===== config.mk =====
export PLATFORM = sky130hd
export DESIGN_NAME = display_scheduler_flat
export DESIGN_NICKNAME = d
export VERILOG_FILES = /design/src/rtl/display_scheduler_if.sv /design/src/rtl/display_scheduler.sv /design/src/flat_wrapper.sv
export SDC_FILE = /design/constraint.sdc
export NUM_CORES = 1
export LEC_CHECK = 0
export ABC_AREA = 1
export CORE_ASPECT_RATIO = 0.8
export CORE_MARGIN = 10
export CORE_UTILIZATION = 48
export DETAILED_ROUTE_END_ITERATION = 8
export GPL_ROUTABILITY_DRIVEN = 0
export PLACE_DENSITY = 0.83
export SYNTH_ARGS = -nofsm -noshare
export SYNTH_HDL_FRONTEND = slang
export SYNTH_SLANG_ARGS = --single-unit

===== constraint.sdc =====
create_clock -name clk -period 4.58 [get_ports clk]
set_input_delay 0.687 -clock clk [delete_from_list [all_inputs] [get_ports clk]]
set_output_delay 0.687 -clock clk [all_outputs]
set_load 0.005 [all_outputs]

===== src/rtl/display_scheduler_if.sv =====
// -----------------------------------------------------------------------------
// display_scheduler_if
//   Bundles the requester-facing and driver-facing signals of the character
//   display scheduler.
//   Requester side : req (level), ascii_in (packed strings), ack (pulse),
//                    grant_id, busy
//   Driver side    : COMMAND (one-cycle write strobe), ASCII (held string)
//   modport master : the requesters / display driver environment
//   modport slave  : the scheduler itself
// -----------------------------------------------------------------------------
interface display_scheduler_if #(
  parameter int SIZE = 4,
  parameter int NREQ = 3
);
  localparam int IW = (NREQ > 1) ? $clog2(NREQ) : 1;

  logic [NREQ-1:0]        req;
  logic [NREQ*SIZE*8-1:0] ascii_in;
  logic [NREQ-1:0]        ack;
  logic [IW-1:0]          grant_id;
  logic                   busy;
  logic                   COMMAND;
  logic [SIZE*8-1:0]      ASCII;

  modport master (
    output req, ascii_in,
    input  ack, grant_id, busy, COMMAND, ASCII
  );

  modport slave (
    input  req, ascii_in,
    output ack, grant_id, busy, COMMAND, ASCII
  );
endinterface


===== src/rtl/display_scheduler.sv =====
// -----------------------------------------------------------------------------
// display_scheduler
//   Shares one character display driver among NREQ requesters. Requests are
//   granted one at a time in round-robin order; the winner's string is
//   snapshotted into ASCII, COMMAND strobes for one cycle, ASCII is held for
//   SLOT_CYCLES cycles, and the winner gets a one-cycle ack. With no traffic
//   for long enough, the last string is replayed to refresh the display.
//
//   Ports
//     clk    : system clock, rising edge
//     rst_n  : asynchronous active-low reset
//     bus    : display_scheduler_if.slave
//              req / ascii_in in, ack / grant_id / busy / COMMAND / ASCII out
//
//   Slot timeline (grant decided at edge n):
//     cycle n+1            ISSUE  COMMAND=1, busy=1
//     cycles n+2..n+S      HOLD   busy=1
//     cycle n+S+1          DONE   ack pulse (not for refresh), busy=0
//     cycle n+S+2          IDLE   next arbitration
// -----------------------------------------------------------------------------
module display_scheduler #(
  parameter int SIZE           = 4,
  parameter int NREQ           = 3,
  parameter int SLOT_CYCLES    = 64,
  parameter int REFRESH_CYCLES = 4096
) (
  input logic          clk,
  input logic          rst_n,
  display_scheduler_if.slave bus
);

  localparam int W  = SIZE * 8;
  localparam int IW = (NREQ > 1) ? $clog2(NREQ) : 1;
  localparam int SW = $clog2(SLOT_CYCLES);
  localparam int RW = (REFRESH_CYCLES > 1) ? $clog2(REFRESH_CYCLES) : 1;

  localparam logic [SW-1:0] SLOT_LAST    = SW'(SLOT_CYCLES - 1);
  localparam logic [RW-1:0] REFRESH_LAST = RW'((REFRESH_CYCLES > 0) ? REFRESH_CYCLES - 1 : 0);
  localparam bit            REFRESH_EN   = (REFRESH_CYCLES > 0);

  typedef enum logic [1:0] {IDLE, ISSUE, HOLD, DONE} state_t;

  state_t          state;
  logic [IW-1:0]   ptr;
  logic [SW-1:0]   slot_cnt;
  logic [RW-1:0]   refresh_cnt;
  logic            refresh_due;
  logic            refresh_slot;

  // Arbitration results
  logic [NREQ-1:0] rot;
  logic            found;
  int              win_idx;
  logic [IW-1:0]   winner;
  logic [IW-1:0]   next_ptr;
  logic [W-1:0]    winner_ascii;
  logic [NREQ-1:0] ack_onehot;

  // Round-robin: rotate req so that bit 0 is the requester at ptr, take the
  // first set bit, then map back to an absolute index.
  // NOTE: every signal gets a default at the top of the always_comb so no path
  // leaves it unassigned; otherwise synthesis infers a latch.
  always_comb begin
    rot          = NREQ'({bus.req, bus.req} >> ptr);
    found        = 1'b0;
    win_idx      = 0;
    winner_ascii = bus.ascii_in[W-1:0];
    ack_onehot   = '0;
    for (int k = 0; k < NREQ; k++) begin
      if (!found && rot[k]) begin
        found   = 1'b1;
        win_idx = int'(ptr) + k;
      end
    end
    if (win_idx >= NREQ) win_idx = win_idx - NREQ;
    winner   = IW'(win_idx);
    next_ptr = (win_idx + 1 >= NREQ) ? '0 : IW'(win_idx + 1);
    for (int i = 0; i < NREQ; i++) begin
      if (i == win_idx) winner_ascii = bus.ascii_in[i*W +: W];
      ack_onehot[i] = (i == int'(bus.grant_id));
    end
  end

  // NOTE: state and registered outputs use non-blocking assignments so every
  // register samples pre-edge values regardless of statement order.
  always_ff @(posedge clk or negedge rst_n) begin
    if (!rst_n) begin
      state        <= IDLE;
      ptr          <= '0;
      slot_cnt     <= '0;
      refresh_cnt  <= '0;
      refresh_due  <= 1'b0;
      refresh_slot <= 1'b0;
      bus.ack      <= '0;
      bus.grant_id <= '0;
      bus.busy     <= 1'b0;
      bus.COMMAND  <= 1'b0;
      bus.ASCII    <= {SIZE{8'h20}};
    end else begin
      // Pulses fall back to zero unless a state below re-asserts them.
      bus.ack     <= '0;
      bus.COMMAND <= 1'b0;

      // Refresh counting only runs through quiet IDLE cycles.
      if (state != IDLE) begin
        refresh_cnt <= '0;
        refresh_due <= 1'b0;
      end

      case (state)
        IDLE: begin
          if (found) begin
            // A request always beats a pending refresh.
            state        <= ISSUE;
            bus.COMMAND  <= 1'b1;
            bus.busy     <= 1'b1;
            bus.ASCII    <= winner_ascii;
            bus.grant_id <= winner;
            ptr          <= next_ptr;
            slot_cnt     <= SW'(1);
            refresh_slot <= 1'b0;
            refresh_cnt  <= '0;
            refresh_due  <= 1'b0;
          end else if (REFRESH_EN && refresh_due) begin
            // Replay: ASCII, grant_id and ptr are left untouched.
            state        <= ISSUE;
            bus.COMMAND  <= 1'b1;
            bus.busy     <= 1'b1;
            slot_cnt     <= SW'(1);
            refresh_slot <= 1'b1;
            refresh_cnt  <= '0;
            refresh_due  <= 1'b0;
          end else if (REFRESH_EN) begin
            // Terminal count arms the replay; it fires from the next IDLE edge.
            if (refresh_cnt == REFRESH_LAST) refresh_due <= 1'b1;
            else                             refresh_cnt <= refresh_cnt + 1'b1;
          end
        end

        ISSUE: state <= HOLD;

        HOLD: begin
          if (slot_cnt == SLOT_LAST) begin
            state    <= DONE;
            bus.busy <= 1'b0;
            if (!refresh_slot) bus.ack <= ack_onehot;
          end else begin
            slot_cnt <= slot_cnt + 1'b1;
          end
        end

        DONE:    state <= IDLE;
        default: state <= IDLE;
      endcase
    end
  end

endmodule


===== src/flat_wrapper.sv =====
// flat-port wrapper written by rule: the top's interface ports become plain ports
module display_scheduler_flat 
#(
  parameter int SIZE           = 4,
  parameter int NREQ           = 3,
  parameter int SLOT_CYCLES    = 64,
  parameter int REFRESH_CYCLES = 4096
)
  (clk, rst_n, bus_req, bus_ascii_in, bus_ack, bus_grant_id, bus_busy, bus_COMMAND, bus_ASCII);
  display_scheduler_if #(.SIZE(SIZE), .NREQ(NREQ)) bus_i ();
  input logic clk;
  input logic rst_n;
  input wire logic [$bits(bus_i.req)-1:0] bus_req;
  input wire logic [$bits(bus_i.ascii_in)-1:0] bus_ascii_in;
  output wire logic [$bits(bus_i.ack)-1:0] bus_ack;
  output wire logic [$bits(bus_i.grant_id)-1:0] bus_grant_id;
  output wire logic [$bits(bus_i.busy)-1:0] bus_busy;
  output wire logic [$bits(bus_i.COMMAND)-1:0] bus_COMMAND;
  output wire logic [$bits(bus_i.ASCII)-1:0] bus_ASCII;
  assign bus_i.req = bus_req;
  assign bus_i.ascii_in = bus_ascii_in;
  assign bus_ack = bus_i.ack;
  assign bus_grant_id = bus_i.grant_id;
  assign bus_busy = bus_i.busy;
  assign bus_COMMAND = bus_i.COMMAND;
  assign bus_ASCII = bus_i.ASCII;
  display_scheduler #(.SIZE(SIZE), .NREQ(NREQ), .SLOT_CYCLES(SLOT_CYCLES), .REFRESH_CYCLES(REFRESH_CYCLES)) u_core (.clk(clk), .rst_n(rst_n), .bus(bus_i));
endmodule

Word-level counts from Yosys, hierarchy flattened --
Cells that the tools add are included.
Storage, ports and cells: register bits 63, input bits 101, output and inout port bits 39, word-level logic and storage cells 85
Operators by class: add/sub/neg operators 6, $lt $le $gt $ge 2, equality and inequality tests 12, shift operators 1, mux-type cells 39, reductions and logical operators 14
Operators by type and width (number):
- 2-to-1 mux 32 bit | 5
- >= comparator 32 x 3 -> 1 bit, second input constant | 2
- 2-to-1 mux 12 bit | 5
- adder 32 x 2 -> 32 bit, second input constant | 1
- == test 2 x 32 -> 1 bit, first input constant | 1
- == test 3 x 32 -> 1 bit, first input constant | 1
- subtractor 32 x 3 -> 32 bit, second input constant | 1
- 2-to-1 mux 6 bit | 3
- 2-to-1 mux 1 bit | 15
- adder 12 x 1 -> 12 bit, second input constant | 1
- == test 12 bit, second input constant | 1
- case mux 6 bit (2 select lines) | 1
- 2-to-1 mux 2 bit | 5
- 2-to-1 mux 3 bit | 3
- case mux 2 bit (4 select lines) | 1
- adder 6 x 1 -> 6 bit, second input constant | 1
- == test 6 bit, second input constant | 1
- AND reduction 2 bit | 3
- AND reduction 3 bit | 2
- nonzero test 2 bit | 3
- right shift 6 x 2 -> 3 bit | 1
- == test 2 bit, first input constant | 2
- == test 2 bit, second input constant | 2
- logical NOT 2 bit | 2
- 9 further kinds | 11

Depth between registers and ports, before layout --
word-level depth 13, gate-level depth with buffers 23, depth with buffers taken out 21

Worst setup path before layout --
OpenSTA, ideal clock, no wires.
path type input to register, start point input bus_req[0], end point register u_core.bus.ASCII[10], library setup time 116 ps, arrival time 2767 ps, path slack 1697 ps, stages on the path 21, path through nand2_1 -> nand2_1 -> nand2_2 -> nand2_2 -> inv_2 -> nand3_1 -> nand3_1 -> nand2_1 -> inv_1 -> ha_1 -> nor2_1 -> nand4_1 -> o21ai_0 -> inv_1 -> ha_1 -> buf_4 -> nand2_1 -> buf_2 -> nand3_1 -> nand2_1 -> nand2_1
RTL lines:
- start, declared | RTL line flat_wrapper.sv:13 | input wire logic [$bits(bus_i.req)-1:0] bus_req;
- end signal, assigned | RTL line display_scheduler.sv:98 | bus.ASCII <= {SIZE{8'h20}};
- end signal, assigned | RTL line display_scheduler.sv:117 | bus.ASCII <= winner_ascii;
- end, declared | RTL line display_scheduler_if.sv:32 | output ack, grant_id, busy, COMMAND, ASCII

==> metrics.yaml <==
run_status:
  status: "finished, final reports clean"
place:
  place_area_um2: 5620
  dpl.hpwl_um: 10200
  numPortBuffers: 139
routing:
  drt_iter0_markers: 384
  wirelength_um: 13500
  wl_met2_um: 6420
  ant_nets: 0
  drc: 0
  firstDrtPassIters: 7
  met1_length_um: 5920
  wl_per_cell_um: 15.5
  highest_layer: "met4"
  vias_per_cell: 5.17
  dr_wl_met3_um: 934
  num_vias: 4507
timing:
  min_period_over_period_pct: 74.8
  worst_clock_skew_ns: 0.00730
  whs_ns: 0.404
  fin_setup_tns_ns: 0
  fin_crit_ns: 3.43
  final-hold-violation-count: 0
  finalMaxSlewViolations: 0
  worst_slew_pin_slew_ns: 1.04
  rsz0062_at_grt: "no"
  max-slew-margin-rel_pct: 30.4
  max_freq_mhz: 292
  setup_violations: 0
global_route:
  grt_max_degree: 65
  grt_usage_pct: 20.2
  grt_pass1_vias: 4309
  overflow: 0
  antenna_found_initial: 0
  grt_pass1_wl_um: 22200
synth:
  syn_inst: 627
  synth_nets: 736
  synth-seq-cells: 63
  synth.avg_cell_area_um2: 6.74
  ys_types: 30
  synth-main-ff-cell: "dfrtp_1"
  synth-seq-area-share_pct: 37.4
  netlist_area_um2: 4220
  synth-edff-count: 0
  ys_warn_count: 0
  synthArstFlopShare_pct: 100
clock_tree:
  cts_setup_buffers: 0
  root_buffer: "clkbuf_8"
  cts_made_buffers: 9
  clock_sinks: 63
  cts-htree-levels: 3
  cts_buffer_depth: 2
  ctsResizeCount: 0
  clkTransAtPathRegs_ns: 0.07
  tritoncts: "built"
  clk_latency_ns: 0.34
  cts_hold_buf: 0
final_layout:
  antenna_cells: 0
  finish.instance_area_um2: 5800
  final_common_cell: "nand2_1"
  layout_common_cells: "210 x nand2_1, 138 x clkdlybuf4s50_1, 106 x inv_1"
  num-fill-cells: 733
  drive_above_1_share_pct: 6.71
  syn2layout_area_growth_pct: 37.3
  nNetsFinal: 864
power_and_ir_drop:
  ir_drop_mv: 0.722
  power_density_nw_per_um2: 844
  total_power_mw: 4.89
  power.leakage_nw: 2.98
floorplanning:
  dieArea_um2: 13000
  rows: 30
  die-width_um: 125
  core_um2: 8520
  initial_core_util_pct: 49.6
  die_height_um: 104
  pin_count: 140
min_path:
  hp-class: "input port to asynchronous set/reset pin"
worst_setup_path:
  crit_path_end: "u_core.bus.ASCII[14]"
  criticalPathCategory: "input port to flop"
  startpoint: "bus_req[0]"
  critPathRequiredTime_ns: 4.81
  end_kind: "flop"
  ff2ff_path_depth: 14
  startpoint_type: "input port"
  arrival_ns: 3.66
  critPathMaxFanout: 32
  r2r-start: "u_core.ptr[0]"
  reg2reg_slack_ns: 1.40
  r2r_end: "u_core.bus.ASCII[14]"
job:
  maxCapViolCount: 0
## worst max-delay path, stage by stage
cell	delay, ns
clkdlybuf4s50_1	0.49
nand2_1	0.07
nand2_1	0.10
nand2_2	0.07
nand2_2	0.10
inv_2	0.06
nand3_1	0.09
nand3_1	0.11
nand2_1	0.10
inv_1	0.05
ha_1	0.21
nor2_1	0.20
o21ai_0	0.20
inv_1	0.11
ha_1	0.17
buf_4	0.38
nand3_2	0.12
nand2_1	0.10
inv_1	0.07
nand2_1	0.08
nand2_1	0.06
## flip-flops by register name, summed over array words and instances (netlist names)
signal               flops
u_core.bus.grant_id      2
u_core.bus.ASCII        32
u_core.bus.busy          1
u_core.refresh_cnt      12
u_core.ptr               2
u_core.refresh_slot      1
u_core.bus.ack           3
u_core.slot_cnt          6
u_core.refresh_due       1
u_core.bus.COMMAND       1
u_core.state             2
## power by group
| part | switching (mW) | leakage [nW] | internal [mW] |
|---|---|---|---|
| logic | 2.25 | 2.08 | 1.30 |
| clock network | 0.211 | 0.0959 | 0.222 |
| registers | 0.128 | 0.800 | 0.786 |
| total | 2.58 | 2.98 | 2.31 |
## cells by family after synthesis
family	after synthesis	synth area share, %
fa+ha+maj	8	2.37
xor+xnor	5	1.04
simple gates	378	40.8
flops	63	37.4
compound gates	34	4.32
buf+inv	139	14.0
## stage by stage
stage          cells  setup slack [ns]  util, %
2_1_floorplan    627              1.70        -
3_3_place_gp     856             0.946     66.0
3_5_place_dp     856             0.824     66.0
4_1_cts          872              1.19     68.0
5_1_grt          872             0.834     68.0
6_report         872              1.15     68.0
## cells in the mapped netlist, types with 2 or more instances
cell type	n	share of area, %
nand3_2	13	3.1
buf_6	6	1.6
nor3b_1	2	0.36
inv_1	106	9.4
nor2_1	13	1.2
nor2_4	2	0.53
buf_2	9	1.1
dfrtp_1	59	35
clkinv_1	2	0.18
o21ai_0	16	1.9
nand3_1	100	12
inv_2	2	0.18
dfstp_2	4	2.5
a21oi_1	13	1.5
ha_1	8	2.4
nor3_1	16	1.9
nand4_1	4	0.59
nor4_1	10	1.5
o22ai_1	2	0.30
xor2_1	4	0.83
nand2_2	7	1.0
nand2_1	210	19
clkbuf_1	12	1.1
## worst min-delay path by stage
| stage | cells after the start | end | slack, ns |
|---|---|---|---|
| CTS | 1 | u_core.slot_cnt[1] | 0.43 |
| finish | 1 | u_core.slot_cnt[0] | 0.40 |
| global placement | 1 | u_core.bus.ack[0] | 0.45 |
| floorplan | 0 | u_core.bus.ASCII[0] | 0.39 |
| detailed placement | 2 | u_core.bus.ASCII[29] | 0.46 |
| global route | 1 | u_core.bus.ASCII[22] | 0.45 |
## cell type report
| type | count | area [µm²] | area share, % |
|---|---|---|---|
| multi-input cells | 425 | 2050 | 35.3 |
| flip-flops and latches | 63 | 1580 | 27.3 |
| repair buffers | 146 | 1440 | 24.8 |
| inverters | 110 | 413 | 7.12 |
| clock buffers | 12 | 155 | 2.68 |
| well taps | 112 | 140 | 2.42 |
| clock inverters | 4 | 20.0 | 0.345 |
## layer usage
layer	track usage (%)	vias up
li1	-	2224
met1	25.5	2091
met2	33.2	173
met3	5.71	19
met4	5.42	0
met5	0	-
Note: power is estimated with default switching activity, not from simulation.
